File: src/rtl/data_mem_pkg.sv
// rtl/data_mem_pkg.sv - shared types and defaults for the data memory controller (DATA_MEM_PARITY_EN adds a parity bit)
package data_mem_pkg;

    localparam int DW_DEFAULT = 8;
    localparam int AW_DEFAULT = 8;

`ifdef DATA_MEM_PARITY_EN
    localparam int PAR_W = 1;
`else
    localparam int PAR_W = 0;
`endif

    typedef enum logic {
        IDLE  = 1'b0,
        CLEAR = 1'b1
    } state_t;

endpackage

File: src/rtl/data_mem_if.sv
// rtl/data_mem_if.sv - request/response bus between a memory client and data_mem_ctrl
interface data_mem_if #(
    parameter int DW = 8,
    parameter int AW = 8
) ();

    logic [AW-1:0] DataAddress;
    logic          ReadMem;
    logic          WriteMem;
    logic [DW-1:0] DataIn;
    logic          ClearReq;
    logic [DW-1:0] DataOut;
    logic          DataValid;
    logic          Busy;
    logic          ParityErr;

    modport master (
        output DataAddress, ReadMem, WriteMem, DataIn, ClearReq,
        input  DataOut, DataValid, Busy, ParityErr
    );

    modport slave (
        input  DataAddress, ReadMem, WriteMem, DataIn, ClearReq,
        output DataOut, DataValid, Busy, ParityErr
    );

endinterface

File: src/rtl/data_mem_array.sv
// rtl/data_mem_array.sv - storage core: one write port, one registered read port
module data_mem_array #(
    parameter int W  = 8,
    parameter int AW = 8
) (
    input  logic          CLK,
    input  logic          reset,
    input  logic          we,
    input  logic [AW-1:0] waddr,
    input  logic [W-1:0]  wdata,
    input  logic          re,
    input  logic [AW-1:0] raddr,
    output logic [W-1:0]  rdata
);

    logic [W-1:0] mem [0:(2**AW)-1];

    always_ff @(posedge CLK) begin
        if (we) begin
            mem[waddr] <= wdata;
        end
    end

    // Read register samples the pre-write word, giving read-before-write on a shared address;
    // it only loads on a read, so the last result is held in between.
    always_ff @(posedge CLK) begin
        if (reset) begin
            rdata <= '0;
        end else if (re) begin
            rdata <= mem[raddr];
        end
    end

endmodule

File: src/rtl/data_mem_ctrl.sv
// rtl/data_mem_ctrl.sv - clear-sweep FSM, request gating and read outputs (DATA_MEM_PARITY_EN adds parity check)
module data_mem_ctrl
    import data_mem_pkg::*;
#(
    parameter int DW = DW_DEFAULT,
    parameter int AW = AW_DEFAULT
) (
    input  logic        CLK,
    input  logic        reset,
    data_mem_if.slave   bus
);

    localparam int W = DW + PAR_W;

    state_t        state_q, state_d;
    logic [AW-1:0] clr_ptr_q, clr_ptr_d;
    logic          valid_q;
    logic          rd_acc;
    logic          wr_acc;
    logic          arr_we;
    logic [AW-1:0] arr_waddr;
    logic [W-1:0]  arr_wdata;
    logic [W-1:0]  arr_rdata;
    logic [W-1:0]  wr_word;

`ifdef DATA_MEM_PARITY_EN
    assign wr_word = {^bus.DataIn, bus.DataIn};
`else
    assign wr_word = bus.DataIn;
`endif

    always_ff @(posedge CLK) begin
        if (reset) begin
            state_q   <= CLEAR;
            clr_ptr_q <= '0;
            valid_q   <= 1'b0;
        end else begin
            state_q   <= state_d;
            clr_ptr_q <= clr_ptr_d;
            valid_q   <= rd_acc;
        end
    end

    always_comb begin
        state_d   = state_q;
        clr_ptr_d = clr_ptr_q;
        // A clear request claims the cycle, so a same-cycle access is dropped.
        rd_acc    = (state_q == IDLE) && !bus.ClearReq && !reset && bus.ReadMem;
        wr_acc    = (state_q == IDLE) && !bus.ClearReq && !reset && bus.WriteMem;
        arr_we    = 1'b0;
        arr_waddr = bus.DataAddress;
        arr_wdata = wr_word;
        case (state_q)
            IDLE: begin
                arr_we = wr_acc;
                if (bus.ClearReq && !reset) begin
                    state_d = CLEAR;
                end
            end
            CLEAR: begin
                arr_we    = !reset;
                arr_waddr = clr_ptr_q;
                arr_wdata = '0;
                clr_ptr_d = clr_ptr_q + AW'(1);
                if (clr_ptr_q == {AW{1'b1}}) begin
                    state_d = IDLE;
                end
            end
            default: begin
                state_d = CLEAR;
            end
        endcase
    end

    data_mem_array #(
        .W  (W),
        .AW (AW)
    ) u_array (
        .CLK   (CLK),
        .reset (reset),
        .we    (arr_we),
        .waddr (arr_waddr),
        .wdata (arr_wdata),
        .re    (rd_acc),
        .raddr (bus.DataAddress),
        .rdata (arr_rdata)
    );

    assign bus.DataOut   = arr_rdata[DW-1:0];
    assign bus.DataValid = valid_q;
    assign bus.Busy      = (state_q == CLEAR);

`ifdef DATA_MEM_PARITY_EN
    // Even parity over data plus stored bit is nonzero exactly on a mismatch.
    assign bus.ParityErr = valid_q & (^arr_rdata);
`else
    assign bus.ParityErr = 1'b0;
`endif

endmodule

File: src/flat_wrapper.sv
// flat-port wrapper written by rule: the top's interface ports become plain ports
module data_mem_ctrl_flat import data_mem_pkg::*;
#(
    parameter int DW = DW_DEFAULT,
    parameter int AW = AW_DEFAULT
)
  (CLK, reset, bus_DataAddress, bus_ReadMem, bus_WriteMem, bus_DataIn, bus_ClearReq, bus_DataOut, bus_DataValid, bus_Busy, bus_ParityErr);
  data_mem_if #(.DW(DW), .AW(AW)) bus_i ();
  input  logic CLK;
  input  logic reset;
  input wire logic [$bits(bus_i.DataAddress)-1:0] bus_DataAddress;
  input wire logic [$bits(bus_i.ReadMem)-1:0] bus_ReadMem;
  input wire logic [$bits(bus_i.WriteMem)-1:0] bus_WriteMem;
  input wire logic [$bits(bus_i.DataIn)-1:0] bus_DataIn;
  input wire logic [$bits(bus_i.ClearReq)-1:0] bus_ClearReq;
  output wire logic [$bits(bus_i.DataOut)-1:0] bus_DataOut;
  output wire logic [$bits(bus_i.DataValid)-1:0] bus_DataValid;
  output wire logic [$bits(bus_i.Busy)-1:0] bus_Busy;
  output wire logic [$bits(bus_i.ParityErr)-1:0] bus_ParityErr;
  assign bus_i.DataAddress = bus_DataAddress;
  assign bus_i.ReadMem = bus_ReadMem;
  assign bus_i.WriteMem = bus_WriteMem;
  assign bus_i.DataIn = bus_DataIn;
  assign bus_i.ClearReq = bus_ClearReq;
  assign bus_DataOut = bus_i.DataOut;
  assign bus_DataValid = bus_i.DataValid;
  assign bus_Busy = bus_i.Busy;
  assign bus_ParityErr = bus_i.ParityErr;
  data_mem_ctrl #(.DW(DW), .AW(AW)) u_core (.CLK(CLK), .reset(reset), .bus(bus_i));
endmodule
File: config.mk
export PLATFORM = sky130hd
export DESIGN_NAME = data_mem_ctrl_flat
export DESIGN_NICKNAME = d
export VERILOG_FILES = /design/src/rtl/data_mem_pkg.sv /design/src/rtl/data_mem_if.sv /design/src/rtl/data_mem_array.sv /design/src/rtl/data_mem_ctrl.sv /design/src/flat_wrapper.sv
export SDC_FILE = /design/constraint.sdc
export NUM_CORES = 2
export LEC_CHECK = 0
export ABC_AREA = 1
export BUFFER_PORTS_ARGS = -buffer_cell sky130_fd_sc_hd__buf_2
export CORE_ASPECT_RATIO = 1.25
export CORE_MARGIN = 1
export CORE_UTILIZATION = 25
export DETAILED_ROUTE_END_ITERATION = 10
export PLACE_DENSITY_LB_ADDON = 0.15
export SETUP_SLACK_MARGIN = 0.02
export SLEW_MARGIN = 20
export SYNTH_ARGS = -nofsm -noshare
export SYNTH_HDL_FRONTEND = slang
export SYNTH_SLANG_ARGS = --single-unit
File: constraint.sdc
create_clock -name CLK -period 11.5 [get_ports CLK]
set_input_delay 1.15 -clock CLK [delete_from_list [all_inputs] [get_ports CLK]]
set_output_delay 1.15 -clock CLK [all_outputs]
set_load 0.01 [all_outputs]
# Yosys cells after proc, flatten, opt, wreduce, memory -nomap -nowiden
# Memory sizes are Yosys's and may differ from the RTL's. A register that Yosys moved wholly into a read port is not among the register bits.
# Cells that the tools add are included.
# classes
n_addsub	1
n_eq_ne	1
mux	8
n_bitwise	1
reduce_logical	7
# ops
op	count
$mux W8	2
$add A8 B1 Y8 const B	1
$eq A8 B8 Y1 const B	1
$logic_and A1 B1 Y1	5
$mux W1	4
$pmux W1 S2	2
$logic_not A1 Y1	2
$not A1 Y1	1
# word_totals
reg_bits	10
ramBits	2048
in_bits	21
out_inout_bits	11
mem_count	1
# mem_list
memory	depth	word_bits	rd	rd_clocked_by_memory_dff	write_ports	line	rtl
u_core.u_array.mem	256	8	1	1	1	data_mem_array.sv:16	logic [W-1:0] mem [0:(2**AW)-1];

# Longest topological paths before layout
# logic_depth
depth_word	7
mapped_depth	17
mapped_depth_nobuf	13

# Cells and area by module
# From an unflattened synthesis, not the netlist that was laid out.
# hier_totals
cells_unflattened	7149
area_unflattened_um2	84187.0
# modules_own_cells
mod	instances	cells_per_inst	area_per_inst_um2	seq_area_each_um2
data_mem_array	1	7038	83522.6	61659.1
data_mem_ctrl	1	111	664.4	200.2

# Worst setup path before layout
# OpenSTA, ideal clock, no wires.
# synth_timing
path_kind	input-to-reg
startpoint	input port bus_DataIn[0]
endpoint	memory u_core.u_array.mem[0][0], data pin
setup_ps	1406
t_arrival_ps	7127
path_slack_ps	2967
path_stages	2
path_buffers	0
cell_sequence	inv_1 -> nor2_1
# synth_via
elab_chain_len	1
# synth_lines
element	line	rtl
start, declared	flat_wrapper.sv:14	input wire logic [$bits(bus_i.DataIn)-1:0] bus_DataIn;
$mux W8	data_mem_ctrl.sv:53	case (state_q)
named net u_core.arr_wdata[0]	data_mem_ctrl.sv:22	logic [W-1:0] arr_wdata;
end, declared	data_mem_array.sv:16	
# The timed path passes the listed nets, and every way through them passes these cells.

==> impl_metrics.env <==
export IMPL_cts_clk_slew_worst_paths_ns=0.07
export IMPL_avgSynthCellArea_um2=11.80
export IMPL_wl_per_cell_um=24.47
export IMPL_clock_sinks=2066
export IMPL_fmax_mhz=201.8
export IMPL_synth_main_ff_cell="edfxtp_1"
export IMPL_synth_fp_nets=7150
export IMPL_cts_htree_levels=4
export IMPL_ys_ff_latch=2066
export IMPL_period_share_pct=43.09
export IMPL_synth_edff_count=2048
export IMPL_cts_buffer_depth=4
export IMPL_area_growth_pct=13.35
export IMPL_slew_headroom_pct=23.21
export IMPL_cts_hold_buffers=0
export IMPL_die_area_mm2=0.3389
export IMPL_io_buffers=30
export IMPL_ctsResizeCount=0
export IMPL_leakage_uw=0.03258
export IMPL_ys_async_sr_fraction_pct=0
export IMPL_viasPerCell=4.681
export IMPL_rr_endpoint="u_core.u_array.mem[24][0]"
export IMPL_cts_root_buf="clkbuf_16"
export IMPL_grt_setup_unrepaired="false"
export IMPL_arrival_ns=5.73
export IMPL_postSynthCellCount=7128
export IMPL_status="finished clean"
export IMPL_cp_start_kind="input pin"
export IMPL_synth_distinct_cells=29
export IMPL_die_w_um=520.9
export IMPL_finalSetupViolCount=0
export IMPL_grt_pass1_vias=55125
export IMPL_synth_area_leaders="edfxtp_1 (73%), nand3_1 (12%), nand2_1 (9.5%)"
export IMPL_cts_tree="built"
export IMPL_yosys_area_top_type_share_pct=73.09
export IMPL_endpoint_kind="register"
export IMPL_multiInputGateArea_mm2=0.01964
export IMPL_post_cts_repair_setup_buffers=0
export IMPL_cts_buffers=224
export IMPL_mappedNetlistArea_mm2=0.08414
export IMPL_worstRegToRegCells=7
export IMPL_hold_violations=0
export IMPL_ios=32
export IMPL_nets=7011
export IMPL_nFillCells=34362
export IMPL_fp_row_count=237
export IMPL_grt_max_degree=167
export IMPL_critPathLaunch="bus_DataAddress[1]"
export IMPL_yosysMostFrequentCell="nand2_1"
export IMPL_yosys_area_top_type="edfxtp_1"
export IMPL_gp_routability_congestion=0.8122
export IMPL_insertion_delay_ns=0.89
export IMPL_core_mm2=0.3342
export IMPL_drive_above_1_share_pct=6.510
export IMPL_postRouteAntennaNets=0
export IMPL_track_usage_pct=16.41
export IMPL_hpwl_um=163000
export IMPL_slew_violations=0
export IMPL_antenna_found_initial=14
export IMPL_finClkSkew_ns=0.04179
export IMPL_grt_pass1_wl_um=405700
export IMPL_drt_first_pass_iters=6
export IMPL_start_util_pct=25.18
export IMPL_timing_setup_tns_ns=0
export IMPL_path_max_fanout=87
export IMPL_holdPathStages=2
export IMPL_yosys_warnings=0
export IMPL_crit_type="input pin to register"
export IMPL_p_per_area_mw_per_mm2=167.9
export IMPL_overflow=0
export IMPL_wirelength_um=283500
export IMPL_yosysSeqAreaShare_pct=73.52
export IMPL_drtIter0Drc=4949
export IMPL_cp_required_ns=12.27
export IMPL_dieHeight_um=650.6
export IMPL_period_needed_ns=4.955
export IMPL_drc=0
export IMPL_holdPathEnd="u_core.clr_ptr_q[0]"
export IMPL_hold_slack_ns=0.5044
export IMPL_drv_cap=0
export IMPL_worstHoldStart="u_core.clr_ptr_q[0]"
export IMPL_timing_rr_start="u_core.bus.Busy"
export IMPL_worst_slew_pin_slew_ns=1.152
export IMPL_ir_drop_uv=111.6
export IMPL_synthTopCellsByCount="nand2_1 (2,138), edfxtp_1 (2,048), nand3_1 (2,024)"
export IMPL_hold_class="register to register"
export IMPL_regToRegSetupSlack_ns=7.06
export IMPL_regArea_mm2=0.06186
export IMPL_vias=54234
[through the flow]
| stage | util [%] | setup WS [ns] | total power, µW | cell area, µm² | std cells |
|---|---|---|---|---|---|
| 2_1_floorplan | - | 2.967 | 8815 | 84140 | 7128 |
| 3_3_place_gp | 26.45 | 5.623 | 9120 | 88390 | 11184 |
| 3_5_place_dp | 26.45 | 5.681 | 9111 | 88390 | 11184 |
| 4_1_cts | 28.53 | 6.644 | 16210 | 95360 | 11579 |
| 5_1_grt | 28.53 | 6.358 | 16510 | 95360 | 11581 |
| 6_report | 28.54 | 6.545 | 16020 | 95380 | 11587 |
[worst max-delay path, cell delays in order]
cell,delay [ns]
buf_8,0.39
buf_4,0.81
buf_4,0.96
buf_4,0.65
nand3_1,0.15
nand3_1,0.14
nand3_1,0.11
nand3_1,0.19
nand3_1,0.21
nand3_1,0.22
nand2_1,0.10
nand2_1,0.09
nand3_1,0.08
nand2_1,0.10
inv_1,0.04
[worst max path at each step]
stage / endpoint / slack, ns / depth (start not counted)
after global placement: u_core.u_array.rdata[1] / 5.62 / 15
final: u_core.u_array.rdata[0] / 6.54 / 15
after floorplan: u_core.u_array.mem[0][0] / 2.97 / 2
after detailed placement: u_core.u_array.rdata[5] / 5.68 / 15
after CTS: u_core.u_array.rdata[5] / 6.64 / 15
after global routing: u_core.u_array.rdata[5] / 6.36 / 15
[state kept, by name, indices dropped and copies added (netlist names)]
register	flops
u_core.bus.Busy	1
u_core.bus.DataValid	1
u_core.clr_ptr_q	8
u_core.u_array.mem	2048
u_core.u_array.rdata	8
[power breakdown]
part	total (µW)	switching, µW	internal (µW)
sequential	8150	1.78	8150
combinational	785	596	189
clock	7080	3030	4050
total	16000	3620	12400
[area by class of cell]
cell class                      instances  share of cell area [%]
Timing Repair Buffer                  124                   1.109
Clock buffer                          290                   6.289
Inverter                               69                  0.3096
Antenna cell                            8                 0.02099
Sequential cell                      2066                   64.86
Clock inverter                        105                   1.017
Multi-Input combinational cell       4504                   20.60
Tap cell                             4421                   5.800
[layer usage]
layer  vias up  track usage (%)  routed length, µm
met3       373            1.802              12190
met5         -                0                 31
met1     27478            21.78             123600
li1      24980                -                  -
met2      1399            27.68             138400
met4         4            5.581               9306
[kinds of logic (layout without fill, tap and decap cells)]
group,count (synthesis),count (layout),synth area share (%)
AO/OA/AOI/OAI,25,25,0.1874
adder cells (fa/ha/maj),1,1,0.01487
buffers and inverters,558,588,3.255
flip-flops,2066,2066,73.52
other,1,9,0.004457
AND/OR/NAND/NOR,4477,4477,23.02
[placed cells by master (no fill, tap or decap), types with 6 or more instances in the layout]
cell / count
dfxtp_1: 17
clkinv_1: 38
nand3_1: 2024
nor2_4: 8
edfxtp_1: 2048
o21a_1: 8
nor3_1: 6
buf_4: 82
bufinv_16: 18
buf_2: 25
nor2_1: 291
clkinvlp_4: 7
clkbuf_1: 56
clkbuf_8: 6
clkbuf_16: 228
nand2_1: 2122
nand2_2: 18
diode_2: 8
o21ai_0: 7
inv_1: 62
buf_12: 13
clkinv_2: 39
Note: power is estimated with default switching activity, not from simulation.
